### src/rtl/alarm_ctrl_if.sv
// Signal bundle between the clock/alarm-set datapath and the alarm sequencer.
// The master side drives time, alarm setting and buttons; the slave side returns buzz/snooze status.
interface alarm_ctrl_if;
  logic [6:0] tsec;
  logic [6:0] tmin;
  logic [6:0] thrs;
  logic [6:0] amin;
  logic [6:0] ahrs;
  logic       alarmon;
  logic       snooze;
  logic       buzz;
  logic       snoozing;
  logic [1:0] snz_cnt;

  modport master (
    output tsec, tmin, thrs, amin, ahrs, alarmon, snooze,
    input  buzz, snoozing, snz_cnt
  );

  modport slave (
    input  tsec, tmin, thrs, amin, ahrs, alarmon, snooze,
    output buzz, snoozing, snz_cnt
  );
endinterface

### src/rtl/alarm_ctrl.sv
// Alarm sequencer: fires a single ring at hh:mm:00 of the alarm setting, with bounded snooze
// and ring auto-off. Clocked by the 1 Hz pulse, so one cycle is one second.
module alarm_ctrl #(
  parameter int unsigned NS       = 60,
  parameter int unsigned NH       = 24,
  parameter int unsigned SNZ_MIN  = 9,
  parameter int unsigned RING_SEC = 60,
  parameter int unsigned MAX_SNZ  = 3
) (
  input  logic         clk,
  input  logic         rst,
  alarm_ctrl_if.slave  bus
);

  localparam int unsigned SNZ_LEN = SNZ_MIN * NS;
  localparam int unsigned RING_W  = $clog2(RING_SEC);
  localparam int unsigned SNZ_W   = $clog2(SNZ_LEN);

  localparam logic [RING_W-1:0] RING_LAST = RING_W'(RING_SEC - 1);
  localparam logic [SNZ_W-1:0]  SNZ_LAST  = SNZ_W'(SNZ_LEN - 1);
  localparam logic [1:0]        MAX_C     = 2'(MAX_SNZ);
  localparam logic [6:0]        NS_C      = 7'(NS);
  localparam logic [6:0]        NH_C      = 7'(NH);

  typedef enum logic [1:0] {
    IDLE   = 2'd0,
    RING   = 2'd1,
    SNOOZE = 2'd2
  } state_t;

  state_t            state_q, state_d;
  logic [RING_W-1:0] ring_ct_q, ring_ct_d;
  logic [SNZ_W-1:0]  snz_ct_q, snz_ct_d;
  logic [1:0]        snz_cnt_q, snz_cnt_d;
  logic              buzz_q, snoozing_q;
  logic              match_c;

  // Out-of-range time can never match, even if the alarm setting is equally out of range.
  assign match_c = (bus.tsec == 7'd0) && (bus.tmin == bus.amin) && (bus.thrs == bus.ahrs)
                   && (bus.tmin < NS_C) && (bus.thrs < NH_C);

  always_ff @(posedge clk) begin
    if (rst) begin
      state_q    <= IDLE;
      ring_ct_q  <= '0;
      snz_ct_q   <= '0;
      snz_cnt_q  <= '0;
      buzz_q     <= 1'b0;
      snoozing_q <= 1'b0;
    end else begin
      state_q    <= state_d;
      ring_ct_q  <= ring_ct_d;
      snz_ct_q   <= snz_ct_d;
      snz_cnt_q  <= snz_cnt_d;
      buzz_q     <= (state_d == RING);
      snoozing_q <= (state_d == SNOOZE);
    end
  end

  // Next-state and counter update; match is only looked at in IDLE so an event cannot restart.
  always_comb begin
    state_d   = state_q;
    ring_ct_d = ring_ct_q;
    snz_ct_d  = snz_ct_q;
    snz_cnt_d = snz_cnt_q;
    unique case (state_q)
      IDLE: begin
        if (bus.alarmon && match_c) begin
          state_d   = RING;
          ring_ct_d = '0;
          snz_cnt_d = '0;
        end
      end
      RING: begin
        if (!bus.alarmon) begin
          state_d = IDLE;
        end else if (bus.snooze && (snz_cnt_q < MAX_C)) begin
          state_d   = SNOOZE;
          snz_ct_d  = SNZ_LAST;
          snz_cnt_d = snz_cnt_q + 2'd1;
        end else if (ring_ct_q == RING_LAST) begin
          state_d = IDLE;
        end else begin
          ring_ct_d = ring_ct_q + RING_W'(1);
        end
      end
      SNOOZE: begin
        if (!bus.alarmon) begin
          state_d   = IDLE;
          snz_cnt_d = '0;
        end else if (snz_ct_q == '0) begin
          state_d   = RING;
          ring_ct_d = '0;
        end else begin
          snz_ct_d = snz_ct_q - SNZ_W'(1);
        end
      end
      default: state_d = IDLE;
    endcase
  end

  assign bus.buzz     = buzz_q;
  assign bus.snoozing = snoozing_q;
  assign bus.snz_cnt  = snz_cnt_q;

endmodule

### src/flat_wrapper.sv
// flat-port wrapper written by rule: the top's interface ports become plain ports
module alarm_ctrl_flat 
#(
  parameter int unsigned NS       = 60,
  parameter int unsigned NH       = 24,
  parameter int unsigned SNZ_MIN  = 9,
  parameter int unsigned RING_SEC = 60,
  parameter int unsigned MAX_SNZ  = 3
)
  (clk, rst, bus_tsec, bus_tmin, bus_thrs, bus_amin, bus_ahrs, bus_alarmon, bus_snooze, bus_buzz, bus_snoozing, bus_snz_cnt);
  alarm_ctrl_if bus_i ();
  input  logic clk;
  input  logic rst;
  input wire logic [$bits(bus_i.tsec)-1:0] bus_tsec;
  input wire logic [$bits(bus_i.tmin)-1:0] bus_tmin;
  input wire logic [$bits(bus_i.thrs)-1:0] bus_thrs;
  input wire logic [$bits(bus_i.amin)-1:0] bus_amin;
  input wire logic [$bits(bus_i.ahrs)-1:0] bus_ahrs;
  input wire logic [$bits(bus_i.alarmon)-1:0] bus_alarmon;
  input wire logic [$bits(bus_i.snooze)-1:0] bus_snooze;
  output wire logic [$bits(bus_i.buzz)-1:0] bus_buzz;
  output wire logic [$bits(bus_i.snoozing)-1:0] bus_snoozing;
  output wire logic [$bits(bus_i.snz_cnt)-1:0] bus_snz_cnt;
  assign bus_i.tsec = bus_tsec;
  assign bus_i.tmin = bus_tmin;
  assign bus_i.thrs = bus_thrs;
  assign bus_i.amin = bus_amin;
  assign bus_i.ahrs = bus_ahrs;
  assign bus_i.alarmon = bus_alarmon;
  assign bus_i.snooze = bus_snooze;
  assign bus_buzz = bus_i.buzz;
  assign bus_snoozing = bus_i.snoozing;
  assign bus_snz_cnt = bus_i.snz_cnt;
  alarm_ctrl #(.NS(NS), .NH(NH), .SNZ_MIN(SNZ_MIN), .RING_SEC(RING_SEC), .MAX_SNZ(MAX_SNZ)) u_core (.clk(clk), .rst(rst), .bus(bus_i));
endmodule
### config.mk
export PLATFORM = sky130hd
export DESIGN_NAME = alarm_ctrl_flat
export DESIGN_NICKNAME = d
export VERILOG_FILES = /design/src/rtl/alarm_ctrl_if.sv /design/src/rtl/alarm_ctrl.sv /design/src/flat_wrapper.sv
export SDC_FILE = /design/constraint.sdc
export NUM_CORES = 1
export LEC_CHECK = 0
export ABC_AREA = 1
export CAP_MARGIN = 10
export CORE_ASPECT_RATIO = 0.8
export CORE_MARGIN = 1.5
export CORE_UTILIZATION = 30
export DETAILED_ROUTE_END_ITERATION = 8
export PLACE_DENSITY = 0.57
export SETUP_SLACK_MARGIN = 0.2
export SLEW_MARGIN = 20
export SYNTH_ARGS = -nofsm -noshare
export SYNTH_HDL_FRONTEND = slang
export SYNTH_SLANG_ARGS = --single-unit
### constraint.sdc
create_clock -name clk -period 4.2 [get_ports clk]
set_clock_uncertainty 0.2 [all_clocks]
set_input_delay 0.84 -clock clk [delete_from_list [all_inputs] [get_ports clk]]
set_output_delay 0.84 -clock clk [all_outputs]
set_load 0.01 [all_outputs]
==> results_tabular.tex, run 1 <==
\begin{tabular}{lr}
\hline
Metric & Value \\
\hline
\multicolumn{2}{l}{\textbf{Die}} \\
Floorplan die height & just under 70 um \\
Core Rows & 23 \\
Area of the die & about 0.0056 mm2 \\
Placeable core region & 0.00501 mm2 \\
Die width & $\sim$83 um \\
Top Ports & 43 \\
Starting density of the core & between 30\% and 40\% \\
\multicolumn{2}{l}{\textbf{Clock network}} \\
Total CTS buffers & 3 \\
Number of gates given a new drive strength after cts & 0 \\
CTS tree & done \\
Clock tree sinks & 22 \\
Maximum level of the CTS H-tree & 1 \\
Buffer type at the clock tree root & sky130\_fd\_sc\_hd\_\_clkbuf\_8 \\
Clock insertion delay at the later pin of the skew report & $\sim$0.26 ns \\
Total setup buffers inserted after CTS & 0 \\
Clock slew seen by the registers of the worst setup and hold paths & roughly 0.080 ns \\
Post-CTS Hold Fix Bufs & 0 \\
Maximum clock insertion buffer count & 2 \\
\multicolumn{2}{l}{\textbf{Logic synthesis}} \\
Mapped Area & between 0.0015 and 0.002 mm2 \\
Post-Synthesis Mean Instance Area & about 6 um2 \\
Part of the Yosys area used for sequential elements & 28.4\% \\
Post-synthesis net count & roughly 300 \\
Synth Warn \# & 0 \\
Synthesized-area fraction occupied by ao, oa, aoi and oai cells & under 10\% \\
Synth Area in Simple Gates & $\sim$43\% \\
Register bit total from synthesis & 22 \\
Cells after synthesis & between 200 and 300 \\
Multiplexer share of the synthesized area & 0\% \\
Library cells used by synthesis & 29 \\
Arithmetic-cell share of the synthesized area counting full adders, half adders and majority gates & approximately 2.4\% \\
Post-synthesis share of cell area spent on xor and xnor gates & under 10\% \\
Main combinational cell family by area after synthesis & simple AND/OR/NAND/NOR gates \\
\multicolumn{2}{l}{\textbf{Timing}} \\
RSZ-0062 raised after global routing & false \\
Fin. max-slew vios & 0 \\
Max transition margin & about three fifths \\
Setup TNS & 0 ns \\
Slew at the pin closest to its max-slew limit & 0.592 ns \\
Final setup violation count & 0 \\
Max frequency & 421 MHz \\
Post-route minimum period & $\sim$2.4 ns \\
Final critical-path share of the clock period & 56.6\% \\
Number of endpoints with negative hold slack in the final report & 0 \\
\multicolumn{2}{l}{\textbf{Global routing}} \\
First-pass GRT wire length & 6.18 mm \\
Remaining global-route overflow & 0 \\
Number of antenna violations at the first check in global routing & 0 \\
Largest net degree at the start of global routing & 17 \\
Vias in the first global route & between 1,000 and 1,500 \\
Total GRT Usage & a little over an eighth \\
\multicolumn{2}{l}{\textbf{Worst setup path}} \\
Category of the worst setup path capture point & flip-flop \\
Worst EP required & around 4.2 ns \\
Max FO, Critical Path & 3 \\
Critical setup path kind & primary input to flip-flop \\
Element type at the critical path start & primary input \\
Data arrival time of the critical path & around 2.4 ns \\
R2R depth & 10 \\
\multicolumn{2}{l}{\textbf{Power and ir drop}} \\
Leakage power & between 0.9 and 1 nW \\
Power spent charging and discharging nets & 0.0000946 W \\
Power density normalized to cell area & slightly above 200 mW/mm2 \\
Combinational power share & between 10\% and 20\% \\
Switching Fraction & 22.1\% \\
Share of power burned in registers & 48.6\% \\
Worst VDD drop & around 0.00017 V \\
Part of the total power dissipated in the clock network & a little over a third \\
Power Internal & between 0.0003 and 0.0004 W \\
\multicolumn{2}{l}{\textbf{Drt}} \\
Average routed wire per standard cell & 10.3 um \\
Remaining antenna violation count & 0 \\
Detailed-route vias per instance & 4.37 \\
First-iteration detailed-routing DRC count & 78 \\
Number of design rule violations left after detail routing & 0 \\
Total number of vias & between 1,500 and 2,000 \\
Drt first pass iters & 4 \\
Met1 wire length & roughly 1.9 mm \\
Met3 WL post-DR & approximately 180 um \\
Top layer used by detailed routing & met4 \\
Detailed Route WL & approximately 3.7 mm \\
Sum of met2 wire segment lengths after detailed routing & between 1.5 and 2 mm \\
\multicolumn{2}{l}{\textbf{Flow run}} \\
Max Cap Viol & 0 \\
\multicolumn{2}{l}{\textbf{Worst hold path}} \\
Worst hold path class & flip-flop to flip-flop \\
Number of cells on the worst hold path & 2 \\
\multicolumn{2}{l}{\textbf{Placed design}} \\
Port Buf Inserts & between 40 and 50 \\
Routability congestion estimate & around 0.87 \\
Cell count after placement & approximately 360 \\
Half-perimeter wire length of the detailed placement result & $\sim$3 mm \\
\multicolumn{2}{l}{\textbf{Cells and area}} \\
Number of nets at the end of the flow & $\sim$340 \\
Non-filler cells in the finished layout & about 360 \\
Area growth from synthesis to final layout & 34.4\% \\
Antenna diode count & 0 \\
Share of cells above drive strength 1 & $\sim$8.4\% \\
\multicolumn{2}{l}{\textbf{Status}} \\
Result of the run & finished, final reports clean \\
\hline
\end{tabular}
per-layer routing:
| metal | GRT usage [%] | vias up |
|---|---|---|
| met5 | 0 | - |
| met3 | 4.16 | 2 |
| met1 | 18.9 | 655 |
| li1 | - | 883 |
| met4 | 2.08 | 0 |
| met2 | 21.5 | 39 |
critical path: stages:
cell	delay, ns
sky130_fd_sc_hd__clkdlybuf4s50_1	0.49
sky130_fd_sc_hd__inv_1	0.05
sky130_fd_sc_hd__nand2_1	0.05
sky130_fd_sc_hd__nand2_1	0.05
sky130_fd_sc_hd__nor2_1	0.10
sky130_fd_sc_hd__nand2_1	0.06
sky130_fd_sc_hd__nor2_2	0.20
sky130_fd_sc_hd__nand3_1	0.11
sky130_fd_sc_hd__nand2_1	0.12
sky130_fd_sc_hd__nand3_1	0.11
sky130_fd_sc_hd__nand2_1	0.09
sky130_fd_sc_hd__inv_1	0.04
sky130_fd_sc_hd__nor2_1	0.08
cells in the mapped netlist (all sizes together):
master / count / area, um2
nand2: 71 / 282
inv: 47 / 176
nor2: 42 / 180
dfxtp: 22 / 440
nand3: 19 / 105
a21oi: 16 / 80.1
o21ai: 8 / 40.0
nor3: 7 / 40.0
nand4: 5 / 46.3
xor2: 4 / 35.0
ha: 3 / 37.5
xnor2: 3 / 26.3
a31oi: 2 / 12.5
and3: 2 / 13.8
buf: 2 / 15.0
a22oi: 1 / 7.51
clkbuf: 1 / 3.75
o31a: 1 / 10.0
layout make-up:
class	instances	area (um2)
timing repair buffer	42	420
sequential	22	440
clock buffer	4	55.1
fill	556	2920
tap	62	77.6
inverter	47	176
multi-input combinational	184	916
power by group through the flow:
stage          clock network [W]  registers, W  logic [W]
6_report                0.000152      0.000208  0.0000683
5_1_grt                 0.000166      0.000208  0.0000764
4_1_cts                 0.000157      0.000208  0.0000690
3_5_place_dp                   0      0.000213  0.0000687
3_3_place_gp                   0      0.000213  0.0000686
2_1_floorplan                  0      0.000213  0.0000254
state kept, by name, indices dropped and copies added (netlist names):
signal,flops
u_core.bus.snoozing,1
u_core.snz_ct_q,10
u_core.ring_ct_q,6
u_core.state_q,2
u_core.bus.snz_cnt,2
u_core.bus.buzz,1
final timing paths:
check	startpoint	endpoint	slack, ns
hold / removal	u_core.ring_ct_q[4]	u_core.ring_ct_q[4]	0.29
hold reg to reg	u_core.ring_ct_q[4]	u_core.ring_ct_q[4]	0.29
setup reg to reg	u_core.snz_ct_q[0]	u_core.snz_ct_q[4]	2.30
setup / recovery	bus_tmin[5]	u_core.bus.snz_cnt[1]	1.82
layout by cell type (no fill, tap or decap), types with 6 or more instances in the layout:
| cell type | netlist | layout |
|---|---|---|
| sky130_fd_sc_hd__nor2_2 | 6 | 6 |
| sky130_fd_sc_hd__a21oi_1 | 16 | 16 |
| sky130_fd_sc_hd__inv_1 | 43 | 43 |
| sky130_fd_sc_hd__nand3_1 | 17 | 17 |
| sky130_fd_sc_hd__dfxtp_1 | 22 | 22 |
| sky130_fd_sc_hd__o21ai_0 | 7 | 7 |
| sky130_fd_sc_hd__nand2_1 | 67 | 67 |
| sky130_fd_sc_hd__nor2_1 | 35 | 35 |
| sky130_fd_sc_hd__clkdlybuf4s50_1 | 0 | 42 |
| sky130_fd_sc_hd__nor3_1 | 6 | 6 |
stage by stage:
step | setup slack [ns] | util, % | hold WS [ns] | cell area [um2] | total power, W
3_5_place_dp | 1.56 | 40.6 | 0.276 | 2030 | 0.000282
4_1_cts | 1.83 | 41.7 | 0.290 | 2090 | 0.000434
6_report | 1.82 | 41.7 | 0.289 | 2090 | 0.000428
3_3_place_gp | 1.58 | 40.6 | 0.280 | 2030 | 0.000282
5_1_grt | 1.61 | 41.7 | 0.323 | 2090 | 0.000451
2_1_floorplan | 2.24 | - | 0.264 | 1550 | 0.000239
cells by family (layout without fill, tap and decap cells):
kind of cell,Yosys count,count (layout)
AOI/OAI and AO/OA,28,28
and+or+nand+nor,146,146
DFF,22,22
xor gates and xnor gates,7,7
adders and majority gates,3,3
buffers and inverters,50,93
Note: power is estimated with default switching activity, not from simulation.
==> run 2, diff against run 1 <==
==> constraint.sdc (replaced) <==
create_clock -name clk -period 2.3 [get_ports clk]
set_clock_uncertainty 0.2 [all_clocks]
set_input_delay 0.46 -clock clk [delete_from_list [all_inputs] [get_ports clk]]
set_output_delay 0.46 -clock clk [all_outputs]
set_load 0.01 [all_outputs]
==> run 2 against run 1 <==
Against the previous run:
- sequential cell count unchanged
- hold slack improved by 0.0065 ns
- sequential power increased by 83%
- cell area increased by 1.7%
- wire length increased by 2.9%
- register-to-register slack got worse by 1.8 ns
- final cell count increased by 1.1%
- clock power increased by 57%
- core utilization increased by 0.72 points
- clock-buffer cell count decreased by 1
- first-iteration DRC count decreased by 10%
- largest cell class unchanged
- largest power group unchanged
==> results_tabular.tex, run 2 (synthesis results as in run 1) <==
\begin{tabular}{lr}
\hline
Metric & Value \\
\hline
\multicolumn{2}{l}{\textbf{Cells and area}} \\
Number of nets at the end of the flow & 347 \\
Number of filler instances in the final layout & about 540 \\
Area growth from synthesis to final layout & 36.8\% \\
Antenna diode count & 0 \\
Share of cells above drive strength 1 & approximately 10\% \\
Largest register by flop count & u\_core.snz\_ct\_q \\
Most common cell after layout, fill and taps aside & sky130\_fd\_sc\_hd\_\_nand2\_1 \\
Leading registers by flop count & u\_core.snz\_ct\_q: 10 flops, u\_core.ring\_ct\_q: 6 flops \\
Most frequent cells in the layout & 66 x sky130\_fd\_sc\_hd\_\_nand2\_1, 43 x sky130\_fd\_sc\_hd\_\_inv\_1, 42 x sky130\_fd\_sc\_hd\_\_clkdlybuf4s50\_1 \\
Flip-flop count of the largest register after layout & 10 \\
\multicolumn{2}{l}{\textbf{Worst setup path}} \\
Flop-to-flop setup slack & 0.45 ns \\
Maximum single-stage delay on the critical path & $\sim$0.52 ns \\
Category of the worst setup path capture point & flip-flop \\
Kind of cell adding the most delay to the critical path & simple AND/OR/NAND/NOR gates \\
Element type at the critical path start & primary input \\
Crit path cell chain & clkdlybuf4s50\_1 -> nand2\_1 -> inv\_1 -> nor2\_1 -> nor2\_1 -> nand2\_1 -> nor2\_4 -> nand4\_4 -> nand2\_2 -> nand2\_1 -> a21oi\_1 \\
Critical setup path kind & primary input to flip-flop \\
Max FO, Critical Path & 6 \\
Cell with the most instances on the worst path & sky130\_fd\_sc\_hd\_\_nand2\_1 \\
Worst Path Buf+Inv & 2 \\
Data arrival time of the critical path & 1.95 ns \\
Worst EP required & roughly 2.3 ns \\
Slowest stage cell, crit path & sky130\_fd\_sc\_hd\_\_clkdlybuf4s50\_1 \\
\multicolumn{2}{l}{\textbf{Power and ir drop}} \\
Worst VDD drop & $\sim$0.00016 V \\
Power density normalized to cell area & 353 mW/mm2 \\
Leakage power & around 0.98 nW \\
\multicolumn{2}{l}{\textbf{Status}} \\
Result of the run & finished, final reports clean \\
\multicolumn{2}{l}{\textbf{Timing}} \\
Final critical-path share of the clock period & a little under nine tenths \\
Minimum setup slack in the final design & approximately 0.34 ns \\
RSZ-0062 raised after global routing & false \\
Post-route minimum period & $\sim$2 ns \\
Final setup violation count & 0 \\
Fin. max-slew vios & 0 \\
Max transition margin & between 70\% and 80\% \\
Setup TNS & 0 ns \\
Max frequency & 510 MHz \\
Number of endpoints with negative hold slack in the final report & 0 \\
Slew at the pin closest to its max-slew limit & 0.298 ns \\
\multicolumn{2}{l}{\textbf{Drt}} \\
Detailed-route vias per instance & 4.40 \\
Number of design rule violations left after detail routing & 0 \\
Average routed wire per standard cell & about 10 um \\
Total number of vias & about 1,600 \\
Remaining antenna violation count & 0 \\
Detailed Route WL & 3.82 mm \\
First-iteration detailed-routing DRC count & 70 \\
Drt first pass iters & 4 \\
\multicolumn{2}{l}{\textbf{Die}} \\
Top Ports & between 40 and 50 \\
Area of the die & 0.00561 mm2 \\
Core Rows & 23 \\
Floorplan die height & a little under 70 um \\
Placeable core region & between 0.005 and 0.006 mm2 \\
Starting density of the core & between 30\% and 40\% \\
Die width & between 80 and 90 um \\
\multicolumn{2}{l}{\textbf{Clock network}} \\
Clock tree sinks & 22 \\
Clock insertion delay at the later pin of the skew report & roughly 0.26 ns \\
Clock slew seen by the registers of the worst setup and hold paths & around 0.080 ns \\
CTS tree & done \\
Maximum clock insertion buffer count & 2 \\
Maximum level of the CTS H-tree & 1 \\
Buffer type at the clock tree root & sky130\_fd\_sc\_hd\_\_clkbuf\_8 \\
Total CTS buffers & 3 \\
\multicolumn{2}{l}{\textbf{Global routing}} \\
Remaining global-route overflow & 0 \\
Vias in the first global route & approximately 1,500 \\
Largest net degree at the start of global routing & 16 \\
First-pass GRT wire length & between 6 and 7 mm \\
Total GRT Usage & roughly 14\% \\
Number of antenna violations at the first check in global routing & 0 \\
\multicolumn{2}{l}{\textbf{Flow run}} \\
Max Cap Viol & 0 \\
\multicolumn{2}{l}{\textbf{Placed design}} \\
Half-perimeter wire length of the detailed placement result & about 3.2 mm \\
Routability congestion estimate & just under 0.8 \\
Setup slack at placement & $\sim$0.034 ns \\
Port Buf Inserts & 42 \\
\multicolumn{2}{l}{\textbf{Worst hold path}} \\
Worst hold path class & flip-flop to flip-flop \\
\hline
\end{tabular}
-- run 2: where the power goes --
part           internal, W    switching (W)
logic            0.0000796        0.0000518
registers         0.000380  0.0000000000238
clock network     0.000117         0.000121
-- run 2: path summary, 6_finish.rpt --
kind / startpoint / endpoint / cells past startpoint
hold reg to reg: u_core.snz_ct_q[6] / u_core.snz_ct_q[6] / 2
setup / recovery: bus_tmin[4] / u_core.ring_ct_q[4] / 11
hold / removal: u_core.snz_ct_q[6] / u_core.snz_ct_q[6] / 2
setup reg to reg: u_core.snz_ct_q[0] / u_core.snz_ct_q[4] / 10
-- run 2: worst reg2reg max path, delay by kind of cell (launching register included) --
family                     cells  cell delay, ns
DFF                            1            0.39
and+or+nand+nor                5            0.46
AOI/OAI and AO/OA              2            0.24
buffers and inverters          2            0.20
adders and majority gates      1            0.26
-- run 2: final cells by class --
type	instances	area (um2)	share of cell area, %
clock buffers	3	41.3	1.95
inverters	47	176	8.31
multi-input cells	184	928	43.7
flip-flops and latches	22	440	20.8
well taps	62	77.6	3.66
repair buffers	47	458	21.6
-- run 2: per-layer routing --
layer	vias up	GRT usage (%)	part of all wire (%)
li1	894	-	-
met1	687	18.9	52
met2	24	24.0	44
met3	2	2.93	3.4
met4	0	1.67	0.31
met5	-	0	0
-- run 2: metrics by stage --
step | hold WS [ns] | std cells | total power, W | instance area, um2 | util [%]
detailed placement | 0.286 | 362 | 0.000520 | 2070 | 41.3
finish | 0.295 | 365 | 0.000750 | 2120 | 42.4
global placement | 0.279 | 362 | 0.000519 | 2070 | 41.3
global route | 0.311 | 365 | 0.000785 | 2120 | 42.4
CTS | 0.298 | 365 | 0.000759 | 2110 | 42.1
floorplan | 0.264 | 256 | 0.000436 | 1550 | -
-- run 2: what timing repair did --
action,CTS,global route
setup buffers,0,0
hold buffers,0,0
endpoints found under the setup margin,0,5
gates resized for setup,0,3
